File: config.mk
export PLATFORM = sky130hd
export DESIGN_NAME = game_ctrl
export DESIGN_NICKNAME = d
export VERILOG_FILES = /design/src/rtl/game_ctrl.sv
export SDC_FILE = /design/constraint.sdc
export NUM_CORES = 2
export LEC_CHECK = 0
export ABC_CLOCK_PERIOD_IN_PS = 13150
export CELL_PAD_IN_SITES_DETAIL_PLACEMENT = 0
export CELL_PAD_IN_SITES_GLOBAL_PLACEMENT = 2
export CORE_ASPECT_RATIO = 2
export CORE_MARGIN = 5
export CORE_UTILIZATION = 31
export DETAILED_ROUTE_END_ITERATION = 12
export MAX_ROUTING_LAYER = met4
export PLACE_DENSITY_LB_ADDON = 0.05
export SYNTH_ARGS = -nofsm -noshare
export SYNTH_HDL_FRONTEND = slang
export SYNTH_SLANG_ARGS = --single-unit
File: constraint.sdc
create_clock -name clk -period 13.15 [get_ports clk]
set_input_delay 2.63 -clock clk [delete_from_list [all_inputs] [get_ports clk]]
set_output_delay 2.63 -clock clk [all_outputs]
set_load 0.03 [all_outputs]
File: src/rtl/game_ctrl.sv
// Two-player 15x15 connect-WIN_LEN controller: shape selection, cursor moves, stone
// placement and a sequential one-cell-per-cycle win check over four line directions.
module game_ctrl #(
  parameter int WIN_LEN = 5
) (
  input  logic                    clk,
  input  logic                    rst_n,
  input  logic                    btn_up,
  input  logic                    btn_down,
  input  logic                    btn_left,
  input  logic                    btn_right,
  input  logic                    btn_center,
  output logic [14:0][14:0][1:0]  grid,
  output logic [3:0]              cursor_x,
  output logic [3:0]              cursor_y,
  output logic                    player_turn,
  output logic [1:0]              state,
  output logic [1:0]              p1_shape,
  output logic [1:0]              p2_shape,
  output logic [1:0]              preview_shape,
  output logic [1:0]              winner
);

  localparam logic [1:0] S_SELECT_P1 = 2'd0;
  localparam logic [1:0] S_SELECT_P2 = 2'd1;
  localparam logic [1:0] S_PLAY      = 2'd2;
  localparam logic [1:0] S_WIN       = 2'd3;
  localparam logic [4:0] WIN_RUN     = 5'(WIN_LEN);
  localparam logic [3:0] K_MAX       = 4'(WIN_LEN - 1);

  logic [1:0]              state_q, state_d;
  logic [14:0][14:0][1:0]  grid_q, grid_d;
  logic [3:0]              cx_q, cx_d, cy_q, cy_d;
  logic                    turn_q, turn_d;
  logic [1:0]              p1_q, p1_d, p2_q, p2_d, prev_q, prev_d, winner_q, winner_d;
  logic [7:0]              moves_q, moves_d;
  logic                    chk_q, chk_d;
  logic [2:0]              si_q, si_d;
  logic [3:0]              k_q, k_d;
  logic [4:0]              run_q, run_d;

  logic act_c, act_u, act_d, act_l, act_r;
  logic [13:0] probe_s, probe_nx_s;
  logic        probe_ok_s;
  logic [3:0]  px_s, py_s, side_first_s, side_nx_s;
  logic [1:0]  cell_s, mark_s;
  logic        match_s, win_s, cont_s, done_s, place_s;
  logic [4:0]  run_inc_s;

  // Probe cell for side si (bit0 = negative side) at distance k+1, packed as {x, y} signed.
  function automatic logic [13:0] probe_xy(input logic [2:0] si, input logic [3:0] k,
                                           input logic [3:0] cx, input logic [3:0] cy);
    logic signed [6:0] dx, dy, off, x, y;
    case (si[2:1])
      2'd0:    begin dx = 7'sd1; dy = 7'sd0;  end
      2'd1:    begin dx = 7'sd0; dy = 7'sd1;  end
      2'd2:    begin dx = 7'sd1; dy = 7'sd1;  end
      2'd3:    begin dx = 7'sd1; dy = -7'sd1; end
      default: begin dx = 7'sd0; dy = 7'sd0;  end
    endcase
    if (si[0]) begin
      dx = -dx;
      dy = -dy;
    end else begin
      dx = dx;
      dy = dy;
    end
    off = $signed({3'b000, k}) + 7'sd1;
    x   = $signed({3'b000, cx}) + dx * off;
    y   = $signed({3'b000, cy}) + dy * off;
    return {x, y};
  endfunction

  function automatic logic in_board(input logic [13:0] xy);
    return !xy[13] && (xy[12:7] <= 6'd14) && !xy[6] && (xy[5:0] <= 6'd14);
  endfunction

  // First side at or after start whose nearest cell is on the board; 8 means none left.
  function automatic logic [3:0] first_side(input logic [3:0] start,
                                            input logic [3:0] cx, input logic [3:0] cy);
    logic [3:0] r;
    r = 4'd8;
    for (int i = 7; i >= 0; i--) begin
      if ((4'(i) >= start) && in_board(probe_xy(3'(i), 4'd0, cx, cy))) begin
        r = 4'(i);
      end else begin
        r = r;
      end
    end
    return r;
  endfunction

  assign act_c = btn_center;
  assign act_u = !btn_center && btn_up;
  assign act_d = !btn_center && !btn_up && btn_down;
  assign act_l = !btn_center && !btn_up && !btn_down && btn_left;
  assign act_r = !btn_center && !btn_up && !btn_down && !btn_left && btn_right;

  // Win-check datapath: evaluate the current probe and where the scan goes next.
  always_comb begin
    mark_s       = turn_q ? 2'd2 : 2'd1;
    probe_s      = probe_xy(si_q, k_q, cx_q, cy_q);
    probe_ok_s   = in_board(probe_s);
    px_s         = probe_ok_s ? probe_s[10:7] : 4'd0;
    py_s         = probe_ok_s ? probe_s[3:0]  : 4'd0;
    cell_s       = grid_q[py_s][px_s];
    match_s      = chk_q && probe_ok_s && (cell_s == mark_s);
    run_inc_s    = run_q + {4'd0, match_s};
    win_s        = match_s && ((run_inc_s + 5'd1) >= WIN_RUN);
    probe_nx_s   = probe_xy(si_q, k_q + 4'd1, cx_q, cy_q);
    cont_s       = match_s && in_board(probe_nx_s) && ((k_q + 4'd1) < K_MAX);
    side_nx_s    = first_side({1'b0, si_q} + 4'd1, cx_q, cy_q);
    side_first_s = first_side(4'd0, cx_q, cy_q);
    done_s       = chk_q && !win_s && !cont_s && side_nx_s[3];
    place_s      = (state_q == S_PLAY) && !chk_q && act_c && (grid_q[cy_q][cx_q] == 2'd0);
  end

  // State register plus all datapath registers, synchronous active-low reset.
  always_ff @(posedge clk) begin
    if (!rst_n) begin
      state_q  <= S_SELECT_P1;
      grid_q   <= '0;
      cx_q     <= 4'd7;
      cy_q     <= 4'd7;
      turn_q   <= 1'b0;
      p1_q     <= 2'd0;
      p2_q     <= 2'd0;
      prev_q   <= 2'd0;
      winner_q <= 2'd0;
      moves_q  <= 8'd0;
      chk_q    <= 1'b0;
      si_q     <= 3'd0;
      k_q      <= 4'd0;
      run_q    <= 5'd0;
    end else begin
      state_q  <= state_d;
      grid_q   <= grid_d;
      cx_q     <= cx_d;
      cy_q     <= cy_d;
      turn_q   <= turn_d;
      p1_q     <= p1_d;
      p2_q     <= p2_d;
      prev_q   <= prev_d;
      winner_q <= winner_d;
      moves_q  <= moves_d;
      chk_q    <= chk_d;
      si_q     <= si_d;
      k_q      <= k_d;
      run_q    <= run_d;
    end
  end

  // Next-state logic of the top-level FSM.
  always_comb begin
    state_d = state_q;
    case (state_q)
      S_SELECT_P1: if (act_c) state_d = S_SELECT_P2; else state_d = state_q;
      S_SELECT_P2: if (act_c && (prev_q != p1_q)) state_d = S_PLAY; else state_d = state_q;
      S_PLAY:      if (win_s || (done_s && (moves_q == 8'd225))) state_d = S_WIN;
                   else state_d = state_q;
      S_WIN:       if (act_c) state_d = S_PLAY; else state_d = state_q;
      default:     state_d = S_SELECT_P1;
    endcase
  end

  // Datapath next values: shapes, cursor, board, turn, winner and the check-phase scan.
  always_comb begin
    grid_d   = grid_q;
    cx_d     = cx_q;
    cy_d     = cy_q;
    turn_d   = turn_q;
    p1_d     = p1_q;
    p2_d     = p2_q;
    prev_d   = prev_q;
    winner_d = winner_q;
    moves_d  = moves_q;
    chk_d    = chk_q;
    si_d     = si_q;
    k_d      = k_q;
    run_d    = run_q;
    case (state_q)
      S_SELECT_P1: begin
        if (act_c) begin
          p1_d   = prev_q;
          prev_d = prev_q + 2'd1;
        end else if (act_l) prev_d = prev_q - 2'd1;
        else if (act_r)     prev_d = prev_q + 2'd1;
        else                prev_d = prev_q;
      end
      S_SELECT_P2: begin
        if (act_c) begin
          if (prev_q != p1_q) p2_d = prev_q; else p2_d = p2_q;
        end else if (act_l) prev_d = prev_q - 2'd1;
        else if (act_r)     prev_d = prev_q + 2'd1;
        else                prev_d = prev_q;
      end
      S_PLAY: begin
        if (chk_q) begin
          if (win_s) begin
            winner_d = mark_s;
            chk_d    = 1'b0;
          end else if (cont_s) begin
            k_d   = k_q + 4'd1;
            run_d = run_inc_s;
          end else if (!side_nx_s[3]) begin
            si_d  = side_nx_s[2:0];
            k_d   = 4'd0;
            run_d = (side_nx_s[2:1] == si_q[2:1]) ? run_inc_s : 5'd0;
          end else begin
            chk_d = 1'b0;
            if (moves_q == 8'd225) winner_d = 2'd0; else turn_d = ~turn_q;
          end
        end else if (act_c) begin
          if (place_s) begin
            grid_d[cy_q][cx_q] = mark_s;
            moves_d = moves_q + 8'd1;
            chk_d   = 1'b1;
            si_d    = side_first_s[2:0];
            k_d     = 4'd0;
            run_d   = 5'd0;
          end else chk_d = 1'b0;
        end else if (act_u) cy_d = (cy_q == 4'd0)  ? 4'd14 : cy_q - 4'd1;
        else if (act_d)     cy_d = (cy_q == 4'd14) ? 4'd0  : cy_q + 4'd1;
        else if (act_l)     cx_d = (cx_q == 4'd0)  ? 4'd14 : cx_q - 4'd1;
        else if (act_r)     cx_d = (cx_q == 4'd14) ? 4'd0  : cx_q + 4'd1;
        else                cx_d = cx_q;
      end
      S_WIN: begin
        if (act_c) begin
          grid_d   = '0;
          moves_d  = 8'd0;
          cx_d     = 4'd7;
          cy_d     = 4'd7;
          turn_d   = 1'b0;
          winner_d = 2'd0;
          chk_d    = 1'b0;
        end else chk_d = 1'b0;
      end
      default: chk_d = 1'b0;
    endcase
  end

  assign grid          = grid_q;
  assign cursor_x      = cx_q;
  assign cursor_y      = cy_q;
  assign player_turn   = turn_q;
  assign state         = state_q;
  assign p1_shape      = p1_q;
  assign p2_shape      = p2_q;
  assign preview_shape = prev_q;
  assign winner        = winner_q;

endmodule

==> flow_summary.yaml <==
outcome:
  outcome: "finished clean"
synthesis:
  synth_fa_ha_area_share_pct: 6.106
  ys_seq_elements: 490
  synth_top_family_by_area: "simple AND/OR/NAND/NOR gates"
  ys_seq_area_share_pct: 32.88
  yosysTopAreaCellShare_pct: 32.88
  synthesis.nets: 4260
  muxShareOfSynthArea_pct: 4.148
  synth_top_cell_by_area: "dfxtp_1"
  synth_flop_cell: "dfxtp_1"
  syn_area_um2: 29830
  synth-edff-count: 0
  synth_area_leaders: "dfxtp_1 (33%), nor2_1 (14%), a31oi_1 (9.9%), nand2_1 (4.5%), ha_1 (4.0%)"
  synth_compound_area_share_pct: 24.05
  ys_warn_count: 0
  synthXorXnorAreaFrac_pct: 1.904
  postSynthCellCount: 4126
  synthSimpleGateAreaFrac_pct: 25.09
  yosys.cell_types.count: 90
  synth-async-reset-ratio_pct: 0
  avgSynthCellArea_um2: 7.231
layout:
  finalNonFillerCells: 5639
  regArea_um2: 9818
  drive_above_1_share_pct: 5.914
  areaGrowthSynthToFinish_pct: 24.50
  nets: 4509
  final_common_cell: "nor2_1"
  multiInputGateArea_um2: 18380
  final_cell_mix: "nor2_1 (1126), dfxtp_1 (487), clkdlybuf4s50_1 (475), a31oi_1 (473), nand2_1 (351)"
  n_fill_cell: 9944
sta:
  clock_skew_ns: 0.04000
  setup_viol_count_final: 0
  relSlewSlack_pct: 13.91
  maxSlewViolCount: 0
  hold_viol: 0
  setup_slack_ns: 1.409
  tns_ns: 0
  fmax_ghz: 0.08517
  rsz0062_at_grt: "no"
  finalCritPeriodShare_pct: 89.29
  period_minus_slack_ns: 11.74
  tightest_slew_ns: 1.291
floorplan:
  die-area_um2: 102900
  io-pin-count: 476
  initial_core_util_pct: 31.11
  die_y_um: 448.7
  die_width_um: 229.4
  core_um2: 95890
  core.rowCount: 161
setup_path:
  crit_buf_inv: 2
  cp_data_required_time_ns: 13.63
  critPathLaunchType: "flip-flop"
  end_kind: "flip-flop"
  cpMaxStageDelayCell: "a31oi_1"
  crit_type: "flip-flop to flip-flop"
  path_max_fanout: 13
  crit_family: "compound AO/OA/AOI/OAI gates"
  crit_path_frequent_cell: "ha_1"
  worstPathArrival_ns: 12.22
  critPathMaxStageDelay_ns: 0.68
clock_tree:
  cts_buffers: 51
  clk_pin_slew_ns: 0.06
  cts_tree: "built"
  cts_buffer_depth: 3
  cts_hold_buf: 0
  insertion_delay_ns: 0.65
  ctsHtreeMaxLevel: 2
  cts_resized: 0
  clkSinkCount: 490
  cts_setup_buffers: 0
  cts-root-buf: "clkbuf_16"
placed_design:
  gp_congestion: 1.051
  place_inst: 5544
  hpwl_um: 144400
  port_buffers: 475
  post-place-ws_ns: 1.558
grt:
  grt_pass1_vias: 32082
  busiest_layer: "met2"
  grt_use_met1_pct: 44.50
  use_met2_pct: 57.79
  grt_max_degree: 197
  track_usage_pct: 36.89
  grt_pass1_wl_um: 266800
  antenna_found_initial: 5
  use_met3_pct: 4.955
  gr-total-overflow: 0
job:
  max_cap_violations: 0
power:
  p_sw_mw: 1.006
  pwr-share-seq_pct: 43.5
  ir_worst_vdd_v: 0.00008386
  p_leak_nw: 13.71
  clockPowerShare_pct: 44.2
  p_per_area_nw_per_um2: 92.70
  p_sw_share_pct: 29.22
  power_mw: 3.443
  internal_power_mw: 2.437
  p_comb_share_pct: 12.3
detailed_routing:
  drc: 0
  firstDrtPassIters: 6
  routed_wl_um: 195600
  vias: 34583
  drt_iter0_markers: 4291
  ant_nets: 0
  avgRoutedWirePerCell_um: 34.68
  avgViaCountPerCell: 6.133
worst_hold_path:
  min_path_type: "flip-flop to flip-flop"
[worst paths after layout]
check                               from                     end  slack, ns  cells after the start
setup / recovery     k_q[0]$_SDFFE_PN0P_    si_q[2]$_SDFFE_PN0P_       1.41                     34
hold / removal    winner[1]$_SDFFE_PN0P_  winner[1]$_SDFFE_PN0P_       0.46                      2
setup reg to reg     k_q[0]$_SDFFE_PN0P_    si_q[2]$_SDFFE_PN0P_       1.41                     34
hold reg to reg   winner[1]$_SDFFE_PN0P_  winner[1]$_SDFFE_PN0P_       0.46                      2
[cell type report]
| class | instances | share of cell area (%) |
|---|---|---|
| Multi-Input combinational cell | 3189 | 49.49 |
| Sequential cell | 490 | 26.43 |
| Timing Repair Buffer | 547 | 14.42 |
| Tap cell | 1222 | 4.116 |
| Clock buffer | 74 | 4.106 |
| Inverter | 96 | 0.9903 |
| Clock inverter | 17 | 0.4143 |
| Antenna cell | 4 | 0.02695 |
[kinds of logic after synthesis]
| logic type | Yosys count |
|---|---|
| DFF | 490 |
| buffers and inverters | 447 |
| and+or+nand+nor | 1807 |
| AOI/OAI and AO/OA | 1088 |
| muxes | 106 |
| adders and majority gates | 127 |
| xor gates and xnor gates | 61 |
[layer usage]
metal	vias up	wire length [µm]
li1	15227	-
met1	16763	77280
met2	2086	88410
met3	507	13250
met4	0	16620
met5	-	0
[flip-flops by register name, summed over array words and instances (netlist names), 3 cells and up]
| signal | count |
|---|---|
| moves_q | 8 |
| cursor_y | 4 |
| run_q | 5 |
| k_q | 4 |
| cursor_x | 4 |
| grid | 450 |
| si_q | 3 |
[per-stage QoR]
stage	hold slack (ns)	area, µm²	util (%)
2_1_floorplan	0.4484	29830	-
3_3_place_gp	0.4588	35460	36.98
3_5_place_dp	0.4584	35460	36.98
4_1_cts	0.4667	37140	38.73
5_1_grt	0.4752	37140	38.73
6_report	0.4643	37150	38.74
[power by group through the flow]
stage / clock network (mW) / logic (mW) / registers, mW
finish: 1.52 / 0.423 / 1.50
global route: 1.59 / 0.430 / 1.50
CTS: 1.54 / 0.410 / 1.50
detailed placement: 0 / 0.409 / 1.53
global placement: 0 / 0.409 / 1.53
floorplan: 0 / 0.229 / 1.53
[worst register-to-register path: cells and delay by family, from the launching register on]
kind / cells / cell delay [ns]
compound gates: 13 / 4.76
fa+ha+maj: 9 / 3.33
simple gates: 10 / 2.56
flops: 1 / 0.63
buf+inv: 2 / 0.32
[Yosys cell counts (all sizes together) (44+ instances only)]
library cell / instances
a211oi: 91
a21oi: 148
a31oi: 473
buf: 48
clkbuf: 303
dfxtp: 490
ha: 96
inv: 93
mux2i: 64
nand2: 356
nand3: 47
nor2: 1132
nor3: 118
o21ai: 118
xnor2: 44
No activity file was read; power rests on OpenSTA's default activity.
